==> config.mk <==
export PLATFORM = sky130hd
export DESIGN_NAME = fetch
export DESIGN_NICKNAME = d
export VERILOG_FILES = /design/src/rtl/fetch.sv
export SDC_FILE = /design/constraint.sdc
export NUM_CORES = 1
export LEC_CHECK = 0
export BUFFER_PORTS_ARGS = -buffer_cell sky130_fd_sc_hd__clkbuf_2
export CAP_MARGIN = 0
export CORE_MARGIN = 4
export CORE_UTILIZATION = 47
export DETAILED_ROUTE_END_ITERATION = 12
export PLACE_DENSITY = 0.88
export SLEW_MARGIN = 40
export SYNTH_ARGS = -nofsm -noshare
export SYNTH_HDL_FRONTEND = slang
export SYNTH_SLANG_ARGS = --single-unit
==> constraint.sdc <==
create_clock -name clk -period 3 [get_ports clk]
set_input_delay 0.6 -clock clk [delete_from_list [all_inputs] [get_ports clk]]
set_output_delay 0.6 -clock clk [all_outputs]
set_load 0.05 [all_outputs]
==> src/rtl/fetch.sv <==
// fetch: instruction-fetch stage of the 5-stage MIPS pipeline.
//
// Owns the PC, issues reads to a synchronous instruction RAM (data valid the
// cycle after inst_en) and hands instructions to decode over IF_ID_bus.
// Redirects come from decode (jbr_bus, only on a handoff) and from write-back
// (exc_bus / cancel, which discard anything in flight or held).
//
// Optional feature macro: FETCH_ADEL_EN
//   defined   -> a misaligned pc suppresses the RAM read and the instruction is
//                presented with adel=1, inst=0 so write-back can raise AdEL.
//   undefined -> no alignment check, adel tied to 0.
//
// Ports:
//   clk          in   clock, all state on posedge
//   resetn       in   synchronous active-low reset
//   ID_allow_in  in   decode can accept an instruction this cycle
//   jbr_bus      in   {taken, target[31:0]} from decode
//   exc_bus      in   {valid, target[31:0]} from write-back
//   cancel       in   flush from write-back
//   inst_en      out  instruction RAM read enable
//   inst_addr    out  instruction RAM address
//   inst_rdata   in   instruction RAM read data
//   IF_over      out  IF_ID_bus carries a valid instruction
//   IF_ID_bus    out  {adel, pc[31:0], inst[31:0]}, zero when IF_over=0
//   IF_pc        out  current PC register
//   IF_inst      out  instruction on IF_ID_bus
module fetch #(
  parameter logic [31:0] RESET_PC = 32'h0000_0000
) (
  input  logic        clk,
  input  logic        resetn,
  input  logic        ID_allow_in,
  input  logic [32:0] jbr_bus,
  input  logic [32:0] exc_bus,
  input  logic        cancel,
  output logic        inst_en,
  output logic [31:0] inst_addr,
  input  logic [31:0] inst_rdata,
  output logic        IF_over,
  output logic [64:0] IF_ID_bus,
  output logic [31:0] IF_pc,
  output logic [31:0] IF_inst
);

  localparam logic [1:0] S_REQ  = 2'd0;
  localparam logic [1:0] S_RESP = 2'd1;
  localparam logic [1:0] S_HOLD = 2'd2;

  logic [1:0]  state_q, state_d;
  logic [31:0] pc_q, pc_d;
  logic [31:0] inst_buf_q, inst_buf_d;

  logic        flush;
  logic        in_resp;
  logic        in_hold;
  logic        valid;
  logic        fire;
  logic [31:0] npc;
  logic [31:0] rd_addr;
  logic        rd_req;
  logic        rd_ok;
  logic        adel;
  logic [31:0] inst;

  assign flush   = cancel | exc_bus[32];
  assign in_resp = (state_q == S_RESP);
  assign in_hold = (state_q == S_HOLD);
  // Reset and flush both force the handoff off combinationally.
  assign valid   = resetn & ~flush & (in_resp | in_hold);
  assign fire    = valid & ID_allow_in;
  assign npc     = jbr_bus[32] ? jbr_bus[31:0] : pc_q + 32'd4;

  // In S_RESP the next read is overlapped with the handoff, so it targets npc.
  assign rd_addr = in_resp ? npc : pc_q;
  assign rd_req  = resetn & ~flush & ((state_q == S_REQ) | (in_resp & fire));

`ifdef FETCH_ADEL_EN
  assign rd_ok = (rd_addr[1:0] == 2'b00);
  assign adel  = (pc_q[1:0] != 2'b00);
`else
  assign rd_ok = 1'b1;
  assign adel  = 1'b0;
`endif

  assign inst_en   = rd_req & rd_ok;
  assign inst_addr = rd_addr;

  always_comb begin
    inst = 32'd0;
    if (!adel) begin
      inst = in_resp ? inst_rdata : inst_buf_q;
    end
  end

  assign IF_over   = valid;
  assign IF_ID_bus = valid ? {adel, pc_q, inst} : 65'd0;
  assign IF_inst   = valid ? inst : 32'd0;
  assign IF_pc     = pc_q;

  always_comb begin
    state_d    = state_q;
    pc_d       = pc_q;
    inst_buf_d = inst_buf_q;
    if (flush) begin
      // Redirect on exception, otherwise refetch the current pc.
      if (exc_bus[32]) begin
        pc_d = exc_bus[31:0];
      end
      state_d    = S_REQ;
      inst_buf_d = 32'd0;
    end else begin
      case (state_q)
        S_REQ: state_d = S_RESP;
        S_RESP: begin
          if (fire) begin
            pc_d = npc;
          end else begin
            inst_buf_d = inst_rdata;
            state_d    = S_HOLD;
          end
        end
        S_HOLD: begin
          if (fire) begin
            pc_d    = npc;
            state_d = S_REQ;
          end
        end
        default: state_d = S_REQ;
      endcase
    end
  end

  always_ff @(posedge clk) begin
    if (!resetn) begin
      state_q    <= S_REQ;
      pc_q       <= RESET_PC;
      inst_buf_q <= 32'd0;
    end else begin
      state_q    <= state_d;
      pc_q       <= pc_d;
      inst_buf_q <= inst_buf_d;
    end
  end

endmodule

# Word level (Yosys, flattened, before mapping)
# Cells that the tools add are included.
dict set report word_totals {
  elab_cells 40
  romBits 0
  reg_bits 66
  mem_bits_rw 0
  latch_bits 0
  inputBits 102
  n_memories 0
}
dict set report op_classes {
  muxes 12
  n_reduce_logical 8
  n_eq_ne 5
  magnitude_cmp 0
  n_shift 0
  multipliers 0
  add_sub_neg 1
  bitwise 11
  div 0
}
# cell count
set ops {}
lappend ops {{$mux W32} 8}
lappend ops {{$mux W64} 1}
lappend ops {{$add A32 B3 Y32 const B} 1}
lappend ops {{$pmux W2 S3} 1}
lappend ops {{$and A1 B1 Y1} 5}
lappend ops {{$mux W2} 2}
lappend ops {{$ne A2 B2 Y1 const B} 2}
lappend ops {{$reduce_and A2 Y1} 2}
lappend ops {{$reduce_bool A2 Y1} 2}
lappend ops {{$reduce_or A2 Y1} 2}
lappend ops {{$not A1 Y1} 3}
lappend ops {{$or A1 B1 Y1} 3}
lappend ops {{$reduce_and A3 Y1} 1}
lappend ops {{$eq A2 B1 Y1 const B} 1}
lappend ops {{$eq A2 B2 Y1 const B} 1}
lappend ops {{$logic_not A2 Y1} 1}
lappend ops {{$ne A2 B1 Y1 const B} 1}

# Logic depth before layout (Yosys ltp)
# Gate-level depths: netlist of run 1.
dict set report logic_depth {
  word_depth 8
  ltp_mapped 10
  ltp_nobuf 8
}

# Least setup slack after synthesis of run 1
# OpenSTA, ideal clock, no wires.
dict set report synth_timing {
  kind {register to output}
  startpoint {register pc_q[5] (netlist: IF_pc[5])}
  endpoint {output inst_addr[24]}
  setup_slack_ps -509
  path_buffers 2
  arrival_time_ps 2909
  required_ps 2400
  stages_incl_launch_ff 8
  path_cell_list {dfxtp_1 -> clkbuf_2 -> nand4_4 -> or4_4 -> buf_6 -> nor4_1 -> o31ai_1 -> mux2i_1}
}
dict set report synth_between {
  elab_chain_cells 3
}
# element line
set synth_lines {}
lappend synth_lines {{start: declaration} 50} ;# logic [31:0] pc_q, pc_d;
lappend synth_lines {{start signal: assignment} 140} ;# pc_q <= pc_d;
lappend synth_lines {{$add A32 B3 Y32} 71} ;# assign npc = jbr_bus[32] ? jbr_bus[31:0] : pc_q + 32'd4;
lappend synth_lines {{$mux W32} 71}
lappend synth_lines {{$mux W32} 74} ;# assign rd_addr = in_resp ? npc : pc_q;
lappend synth_lines {{end: declaration} 37} ;# output logic [31:0] inst_addr,
# No other way between the ends.

# Worst setup path after layout of run 1
dict set report layout_timing {
  startpoint {register pc_q[4] (netlist: IF_pc[4])}
  endpoint {output inst_addr[29]}
}
# Same word-level chain as after synthesis.

==> impl_results.md, run 1 <==
* Initial core utilization at 48.8%
* Max-slew headroom at 59.1%
* Max Slew Vio Count at 0
* Fin worst setup slack at 0.0301 ns
* Endpoint class of the critical path: output port
* Hold_buf cts at 0
* Final Setup Violations at 0
* CP delay by family, top: simple AND/OR/NAND/NOR gates
* Initial antenna violation count at 0
* Core Rows at 38
* Routed WL per cell at 17.9 µm
* Final core utilization at 69.5%
* Top FF cell, synth: dfxtp_1
* Leakage at 3.26 nW
* Worst hold path endpoint: inst_buf_q[23]
* Max clock buf depth at 2
* CP required at 2.40 ns
* Layout cells sized above 1 at 42.6%
* CP peak stage delay at 0.41 ns
* Peak supply drop at 0.000222 V
* Hold path start: inst_buf_q[23]
* Power Density at 376 nW/µm²
* Fin crit period at 2.97 ns
* Synth Warn # at 0
* Hold Slack at 0.452 ns
* DR vias/cell at 5.88
* DIE WIDTH at 115 µm
* Sw Pwr at 1.04 mW
* Routability cong. at 0.926
* Syn Area/Cell at 7.02 µm²
* Placed Cells at 1104
* Synth Register Bits at 66
* Gate power share at 28.4%
* Total GRT Usage at 27.8%
* CTS buffer count at 9
* EDFF count, synth at 0
* Reg clk slew, reported paths at 0.06 ns
* IO buf count at 263
* First-pass GRT wire length at 30.0 mm
* Slew @ Worst Pin at 0.613 ns
* Seq/Total Area, Yosys at 24.7%
* Final Non-Filler Cells at 1128
* Total grt overflow at 0
* Critical-path top delay cell: dfxtp_4
* Max Cap Viol at 0
* I/O Pins at 265
* Setup CP Type: flop to output port
* CP bufs+invs at 2
* Worst slack at placement at 0.244 ns
* Startpoint types: flop
* Chip Height at 115 µm
* CTS sink cnt at 66
* DRT Wirelength at 20.2 mm
* Sequential share of power at 34.0%
* Hold Crit Class: flop to flop
* H-tree depth at 3
* TritonCTS clock tree: built
* Clock Power Share at 37.6%
* Hold Vio Cnt, Final at 0
* Final ANT Viol Nets at 0
* Die ar. at 13200 µm²
* Min-Delay Path Depth at 2
* FF-to-FF End: inst_buf_q[28]
* Crit path top cell by count: buf_12
* Total power at 2.87 mW
* Worst-Skew Late Latency at 0.34 ns
* Layout area overhead at 42.6%
* Filler Cells Inserted at 903
* CTS root buf: clkbuf_16
* DR pass1 iterations at 6
* R2R Path Start: state_q[0]
* Drc violations at 0
* Async SR Flop Fraction at 0%
* Initial detailed-routing violation count at 648
* N_diodes at 0
* Mapped Cells at 763
* Final TNS setup at 0 ns
* Placed Area at 7120 µm²
* Post-DP HPWL at 14.3 mm
* Cell area after layout at 7640 µm²
* Core Area at 11000 µm²
* Reg2Reg Setup Slack at 0.67 ns
* Clock Skew at 0.0116 ns
* Largest net degree at the start of global routing at 43
* Mapped cell area at 5360 µm²
* Fin crit share at 99.0%
* Critical Path AT at 2.37 ns
* Outcome: finished, final reports clean
* Number of global-route vias before repair at 6133
* Post-synth cell types at 72
* Via count at 6633
* Fmax at 337 MHz
* Crit Path Max Fanout at 10
* Cell Int Power at 1.83 mW
* Switching fraction of total power at 36.3%
* Worst path cell trace: nand4_4 > buf_12 > nor4_4 > nand4_1 > a21bo_2 > a22oi_2 > buf_12
* Syn nets at 870
* Nets at 1090
* Reg2Reg Depth at 8
cell families after synthesis:
logic type      count (synthesis)  synth area share (%)
simple gates                  334                  29.9
compound gates                191                  23.6
buf+inv                       112                  10.4
flops                          66                  24.7
mux                            49                  9.37
fa+ha+maj                       5                  1.17
xor+xnor                        5                 0.818
other cells                     1                0.0700
worst reg2reg max path, delay by kind of cell (launching register included):
| family | cells | cell delay (ns) |
|---|---|---|
| and+or+nand+nor | 4 | 1.09 |
| buffers and inverters | 2 | 0.25 |
| DFF | 1 | 0.39 |
| adders and majority gates | 1 | 0.35 |
| AOI/OAI and AO/OA | 1 | 0.18 |
Yosys cell counts, types with 8 or more instances:
library cell / count / area, µm²
nand2_1: 136 / 510
o21ai_0: 29 / 145
clkbuf_1: 52 / 195
nor2_1: 70 / 263
buf_4: 33 / 248
a22o_1: 12 / 105
nand4_1: 11 / 68.8
mux2i_1: 40 / 400
mux2_2: 9 / 101
o31ai_1: 8 / 60.1
dfxtp_1: 66 / 1320
o22ai_1: 11 / 68.8
nand3_1: 37 / 185
inv_1: 16 / 60.1
a21oi_1: 67 / 335
nor3_1: 8 / 40.0
and3_1: 14 / 87.6
and2_1: 26 / 163
per-layer routing:
metal | track usage [%] | vias to the layer above | share of wire, %
met3 | 4.79 | 73 | 10
met5 | 0 | - | 0
met4 | 10.3 | 0 | 3.2
li1 | - | 3118 | -
met1 | 34.4 | 3030 | 37
met2 | 48.5 | 412 | 49
power groups by stage:
stage                     Sequential [mW]  Combinational (mW)  Clock [mW]
after global routing                0.982               0.860        1.12
after detailed placement            0.990               0.795           0
after CTS                           0.973               0.799        1.08
after global placement              0.987               0.787           0
after floorplan                      1.07               0.440           0
final                               0.976               0.814        1.08
flip-flops by register name, indices dropped and copies added, names as in the netlist:
register    count
state_q         2
inst_buf_q     32
IF_pc          32
area by class of cell:
| cell class | count | area [µm²] | share of cell area, % |
|---|---|---|---|
| Tap cell | 140 | 175 | 2.29 |
| Multi-Input combinational cell | 585 | 3710 | 48.6 |
| Timing Repair Buffer | 304 | 2010 | 26.3 |
| Clock inverter | 7 | 78.8 | 1.03 |
| Clock buffer | 9 | 225 | 2.95 |
| Inverter | 17 | 67.6 | 0.885 |
| Sequential cell | 66 | 1370 | 17.9 |
cell usage in the layout (no fill, tap or decap), types with 5 or more instances in the layout:
cell type	netlist	final
buf_12	0	25
nand4_1	11	11
nand3_1	37	33
o22ai_1	11	11
buf_4	33	40
a31oi_1	7	7
a21bo_2	5	5
clkbuf_16	0	9
nand2_1	136	136
or3_1	5	5
and2_1	26	26
and3_1	14	14
inv_1	16	15
mux2_2	9	9
nor2_2	0	31
clkbuf_2	1	233
nor2_1	70	39
nor3_1	8	8
o21ai_0	29	27
dfxtp_2	0	9
a22o_1	12	12
mux2i_1	40	39
dfxtp_1	66	47
o21ai_1	3	5
a21oi_1	67	67
o31ai_1	8	7
dfxtp_4	0	10
how the worst max path moves through the flow:
stage               from       endpoint  cells after the start
2_1_floorplan   IF_pc[5]  inst_addr[24]                      7
3_3_place_gp   IF_pc[13]  inst_addr[27]                      6
3_5_place_dp   IF_pc[13]  inst_addr[27]                      6
4_1_cts         IF_pc[2]  inst_addr[14]                      7
5_1_grt         IF_pc[4]  inst_addr[29]                      7
6_report        IF_pc[4]  inst_addr[29]                      7
what timing repair did:
| action | in CTS | in global routing |
|---|---|---|
| setup endpoints to repair | 9 | 18 |
| pin swaps | 3 | 9 |
| buffers inserted | 1 | 7 |
| resized for setup | 14 | 34 |
No activity file was read; power rests on OpenSTA's default activity.
==> run 2, diff against run 1 <==
--- a/config.mk
+++ b/config.mk
@@ -5,12 +5,13 @@
 export SDC_FILE = /design/constraint.sdc
 export NUM_CORES = 1
 export LEC_CHECK = 0
+export ABC_AREA = 1
 export BUFFER_PORTS_ARGS = -buffer_cell sky130_fd_sc_hd__clkbuf_2
 export CAP_MARGIN = 0
-export CORE_MARGIN = 4
-export CORE_UTILIZATION = 47
+export CORE_MARGIN = 1.5
+export CORE_UTILIZATION = 46
 export DETAILED_ROUTE_END_ITERATION = 12
-export PLACE_DENSITY = 0.88
+export PLACE_DENSITY = 0.87
 export SLEW_MARGIN = 40
 export SYNTH_ARGS = -nofsm -noshare
 export SYNTH_HDL_FRONTEND = slang
==> run 2 against run 1 <==
Compared with the run above: register-to-register slack better by 0.13 ns; clock skew decreased by 0.0037 ns; combinational power fell by 6.0%; routed wire length decreased by 12%; utilization down 8.1 points; cell area fell by 14%; power fell by 14%; sequential share of layout area rose by 2.1 points; clock power decreased by 31%; largest cell class unchanged.
==> impl_results.md, run 2 <==
* DR pass1 iterations at 7
* Total power at 2.48 mW
* Worst hold path endpoint: inst_buf_q[23]
* Cell accounting for the most synthesized area: dfxtp_1
* Initial core utilization at 46.9%
* Largest cells by area after synthesis: dfxtp_1 26%, nand2_1 15%, nor2_1 11%, o21ai_0 11%, a21oi_1 9.9%
* IO buf count at 263
* M1 WL at 6.86 mm
* CTS buffer count at 9
* Min-Delay Path Depth at 2
* Power Density at 376 nW/µm²
* Total grt overflow at 0
* Reg2Reg Depth at 9
* Worst Setup SP: IF_pc[14]
* TritonCTS clock tree: built
* I/O Pins at 265
* Hold path start: inst_buf_q[23]
* Leakage at 2.86 nW
* Post-DP HPWL at 12.8 mm
* Nets at 1178
* FF-to-FF End: IF_pc[3]
* Layout cells sized above 1 at 30.2%
* Max clock buf depth at 2
* Fin crit share at 96.2%
* DRT Wirelength at 17.7 mm
* Via count at 6577
* Outcome: finished, final reports clean
* Endpoint class of the critical path: output port
* Top-count cell post-synth: nand2_1
* Largest family of logic cells by synthesized area: simple AND/OR/NAND/NOR gates
* H-tree depth at 3
* Max Cap Viol at 0
* Critical Path AT at 2.29 ns
* Post-synthesis adder-cell area fraction at 1.24%
* Syn nets at 977
* Mapped Cells at 870
* Top FF cell, synth: dfxtp_1
* Hold Vio Cnt, Final at 0
* CP required at 2.40 ns
* Fmax at 347 MHz
* Clock Skew at 0.00790 ns
* Crit Path Max Fanout at 7
* Reg clk slew, reported paths at 0.09 ns
* Async SR Flop Fraction at 0%
* Final Setup Violations at 0
* Wire length on met3 at 1.65 mm
* Setup CP Type: flop to output port
* Syn Area/Cell at 5.79 µm²
* Hold Slack at 0.489 ns
* Worst-Skew Late Latency at 0.35 ns
* Max-slew headroom at 48.0%
* First-pass GRT wire length at 27.0 mm
* Core Area at 10700 µm²
* Chip Height at 108 µm
* Largest net degree at the start of global routing at 80
* Compound-gate portion of the synthesized area at 22.3%
* Total GRT Usage at 29.1%
* Fin crit period at 2.89 ns
* Commonest non-fill, non-tap cells in the layout: 231 x clkbuf_2, 206 x nand2_1, 147 x nor2_1, 105 x o21ai_0, 100 x a21oi_1
* Mux contribution to synthesized area at 0.199%
* Peak supply drop at 0.000211 V
* Slew @ Worst Pin at 0.780 ns
* R2R Path Start: state_q[0]
* RSZ-0062 raised after global routing: yes
* Die ar. at 11600 µm²
* Seq/Total Area, Yosys at 26.2%
* CTS sink cnt at 66
* Routability cong. at 0.896
* Post-CTS Setup Inserts at 0
* Routed WL per cell at 14.6 µm
* DIE WIDTH at 108 µm
* Synth top cells by count: 206 x nand2_1, 148 x nor2_1, 108 x o21ai_0, 100 x a21oi_1, 66 x dfxtp_1
* Top cell type's share of synthesized area at 26.2%
* Post-Synth Simple-Gate Area at 36.6%
* Mapped cell area at 5040 µm²
* Commonest non-fill, non-tap cell in the layout: clkbuf_2
* Met2 routed WL at 8.66 mm
* Final ANT Viol Nets at 0
* Filler Cells Inserted at 1082
* Reg2Reg Setup Slack at 0.80 ns
* Startpoint types: flop
* Max Slew Vio Count at 0
* XOR/XNOR Fraction of Synth Area at 0%
* Top routing layer used: met5
* Initial antenna violation count at 1
* Synth Register Bits at 66
* EDFF count, synth at 0
* CTS root buf: clkbuf_8
* Initial detailed-routing violation count at 536
* Synth Warn # at 0
* DR vias/cell at 5.41
* Hold Crit Class: flop to flop
* Post-synth cell types at 30
* Drc violations at 0
* Layout area overhead at 31.0%
* Number of global-route vias before repair at 5673
* Core Rows at 38
* N_diodes at 0
run 2: per-layer routing:
metal  up-vias  global-route usage, %
li1       3197                      -
met1      2934                   34.6
met2       392                   50.5
met3        52                   6.48
met4         2                   12.3
met5         -                      0
run 2: critical path: stages, from the launching register on:
cell and delay, ns:
dfxtp_1 0.53, nand2_1 0.13, nor2_1 0.32, nand2_1 0.14
nor2_1 0.14, nand3_1 0.09, nand3_1 0.13, nand3_1 0.07
o21ai_0 0.08, clkbuf_2 0.31
run 2: power breakdown:
group          switching (mW)  internal (mW)
Sequential             0.0589          0.915
Combinational           0.556          0.210
Clock                   0.426          0.315
Total                    1.04           1.44
run 2: area by class of cell:
class,count,area (µm²),area share (%)
Clock buffer,9,124,1.88
Timing Repair Buffer,274,1670,25.2
Tap cell,140,175,2.65
Multi-Input combinational cell,670,3060,46.4
Inverter,50,188,2.84
Sequential cell,66,1330,20.1
Clock inverter,7,61.3,0.929
run 2: cell families after synthesis:
kind of cell             after synthesis
buffers and inverters                134
AND/OR/NAND/NOR                      442
AO/OA/AOI/OAI                        221
adder cells (fa/ha/maj)                5
flip-flops                            66
other                                  1
multiplexers                           1
run 2: worst max-delay path by stage:
stage                         end  slack (ns)
global placement    inst_addr[31]        0.44
global route        inst_addr[26]       -0.01
finish              inst_addr[24]        0.11
CTS                 inst_addr[31]        0.02
detailed placement  IF_ID_bus[16]        0.40
floorplan             IF_inst[25]       -0.32
run 2: timing repair:
action / 4_1_cts / 5_1_grt
gates resized for setup: 0 / 31
hold buffers: 0 / 0
endpoints found under the setup margin: 0 / 48
run 2: per-stage QoR:
step                      cells  setup TNS [ns]  worst slack, ns  utilization (%)  instance area (µm²)
after global placement     1200               0            0.436             59.4                 6380
after floorplan             870           -9.56           -0.325                -                 5040
after detailed placement   1200               0            0.395             59.4                 6380
after global routing       1216         -0.0142          -0.0142             61.4                 6600
final                      1216               0            0.114             61.4                 6600
after CTS                  1216               0           0.0192             61.1                 6570
==> run 3, diff against run 2 <==
==> constraint.sdc (replaced) <==
create_clock -name clk -period 3 [get_ports clk]
set_input_delay 0.15 -clock clk [delete_from_list [all_inputs] [get_ports clk]]
set_output_delay 0.15 -clock clk [all_outputs]
set_load 0.05 [all_outputs]
==> run 3 against run 2 <==
Compared with the run above: clock-buffer cell count unchanged; highest routed layer is now met4; critical endpoint is now inst_addr[28]; sequential cell count did not move; global-route usage is 0.078 points higher; routed wire length shrank 1.1%.
==> impl_results.md, run 3 (synthesis results as in run 2) <==
* CTS sink cnt at 66
* Gate power share at 27.9%
* Final ANT Viol Nets at 0
* Post-CTS sizing at 0
* DIE WIDTH at 108 µm
* Via count at 6647
* Max Cap Viol at 0
* Power Density at 424 nW/µm²
* Number of global-route vias before repair at 5714
* Final TNS setup at 0 ns
* Largest net degree at the start of global routing at 80
* Cell Int Power at 1.76 mW
* Max Slew Vio Count at 0
* Clock Skew at 0.0123 ns
* Slew @ Worst Pin at 0.795 ns
* Final Non-Filler Cells at 1217
* RSZ-0062 raised after global routing: no
* Crit Path Max Fanout at 7
* Total GRT Usage at 29.2%
* Sequential share of power at 35.4%
* Worst-Skew Late Latency at 0.35 ns
* Die ar. at 11600 µm²
* Leakage at 2.85 nW
* Total power at 2.75 mW
* Commonest non-fill, non-tap cell in the layout: clkbuf_2
* Layout area overhead at 28.7%
* Area of the multi-input gates at 3050 µm²
* Post-CTS Setup Inserts at 0
* Critical Path AT at 2.52 ns
* Fin crit period at 2.67 ns
* Placed Cells at 1200
* Commonest non-fill, non-tap cells in the layout: 259 x clkbuf_2, 206 x nand2_1, 148 x nor2_1, 108 x o21ai_0, 100 x a21oi_1
* IO buf count at 263
* Core Rows at 38
* I/O Pins at 265
* Drc violations at 0
* Initial antenna violation count at 1
* Initial core utilization at 46.9%
* Post-DP HPWL at 12.9 mm
* Hold Slack at 0.0618 ns
* Setup CP Type: flop to output port
* Peak supply drop at 0.000223 V
* CTS buffer count at 9
* Nets at 1178
* Hold_buf cts at 0
* DR pass1 iterations at 5
* TritonCTS clock tree: built
* Fmax at 375 MHz
* DR vias/cell at 5.46
* Outcome: finished, final reports clean
* Routability cong. at 0.954
* Hold Vio Cnt, Final at 0
* Max clock buf depth at 2
* Total grt overflow at 0
* CP required at 2.85 ns
* Routed WL per cell at 14.4 µm
* Clock Power Share at 36.7%
* Chip Height at 108 µm
* Filler Cells Inserted at 1075
* Switching fraction of total power at 36.0%
* CTS root buf: clkbuf_8
* Fin crit share at 89.0%
* Hold Crit Class: input pin to flop
* Sw Pwr at 0.989 mW
* Endpoint class of the critical path: output port
* Final Setup Violations at 0
* Sequential Area at 1320 µm²
* Max-slew headroom at 46.7%
* Startpoint types: flop
* H-tree depth at 3
* Layout cells sized above 1 at 29.7%
* First-pass GRT wire length at 27.0 mm
* Reg clk slew, reported paths at 0.08 ns
* Core Area at 10700 µm²
* Initial detailed-routing violation count at 560
* DRT Wirelength at 17.5 mm
-- run 3: cell types whose count changed in the layout (fill, tap and decap cells not counted), moves of 2 or more --
| cell | before | now |
|---|---|---|
| buf_12 | 17 | 6 |
| buf_2 | 12 | 0 |
| bufinv_16 | 0 | 4 |
| clkbuf_2 | 231 | 259 |
| clkbuf_4 | 4 | 0 |
| dfxtp_1 | 62 | 66 |
| dfxtp_2 | 4 | 0 |
| inv_6 | 2 | 0 |
| nor2_4 | 6 | 4 |
| o21ai_0 | 105 | 108 |
| o21ai_1 | 9 | 6 |
-- run 3: layout make-up --
class,count,share of cell area [%]
diodes,1,0.0386
repair buffers,274,22.9
clock buffers,9,1.91
clock inverters,7,2.18
well taps,140,2.70
flip-flops and latches,66,20.4
multi-input cells,670,47.0
inverters,50,2.89
-- run 3: per-layer routing --
metal	GRT usage (%)	wire [µm]	share of wire, %	vias up
met5	0	0	0	-
li1	-	-	-	3190
met4	14.3	482	2.8	0
met1	35.0	6740	38	3003
met2	49.8	8440	48	411
met3	5.87	1860	11	43
-- run 3: final timing paths --
| path | cells after the start | from | to | slack, ns |
|---|---|---|---|---|
| worst max-delay path | 10 | IF_pc[2] | inst_addr[28] | 0.33 |
| worst min-delay path | 3 | inst_rdata[4] | inst_buf_q[4] | 0.06 |
| worst max register to register | 8 | state_q[1] | inst_buf_q[7] | 0.77 |
| worst min register to register | 2 | inst_buf_q[10] | inst_buf_q[10] | 0.49 |
-- run 3: metrics by stage --
step / area (µm²) / util [%] / worst slack (ns)
2_1_floorplan: 5040 / - / 0.210
3_3_place_gp: 6220 / 57.9 / 0.778
3_5_place_dp: 6220 / 57.9 / 0.769
4_1_cts: 6480 / 60.3 / 0.379
5_1_grt: 6480 / 60.4 / 0.190
6_report: 6480 / 60.4 / 0.330
-- run 3: power by group through the flow --
stage / clock network (mW) / registers [mW] / logic, mW
floorplan: 0 / 1.09 / 0.420
global placement: 0 / 0.989 / 0.755
detailed placement: 0 / 0.990 / 0.761
CTS: 1.02 / 0.970 / 0.763
global route: 1.05 / 0.978 / 0.821
finish: 1.01 / 0.973 / 0.767
-- run 3: worst max-delay path, cell delays in order (launching register included) --
cell,delay [ns]
dfxtp_1,0.46
ha_1,0.23
nand3_1,0.13
nor2_2,0.29
nand2_1,0.22
inv_1,0.13
nand3_1,0.08
nand3_1,0.12
nand3_1,0.08
o21ai_0,0.13
clkbuf_2,0.32
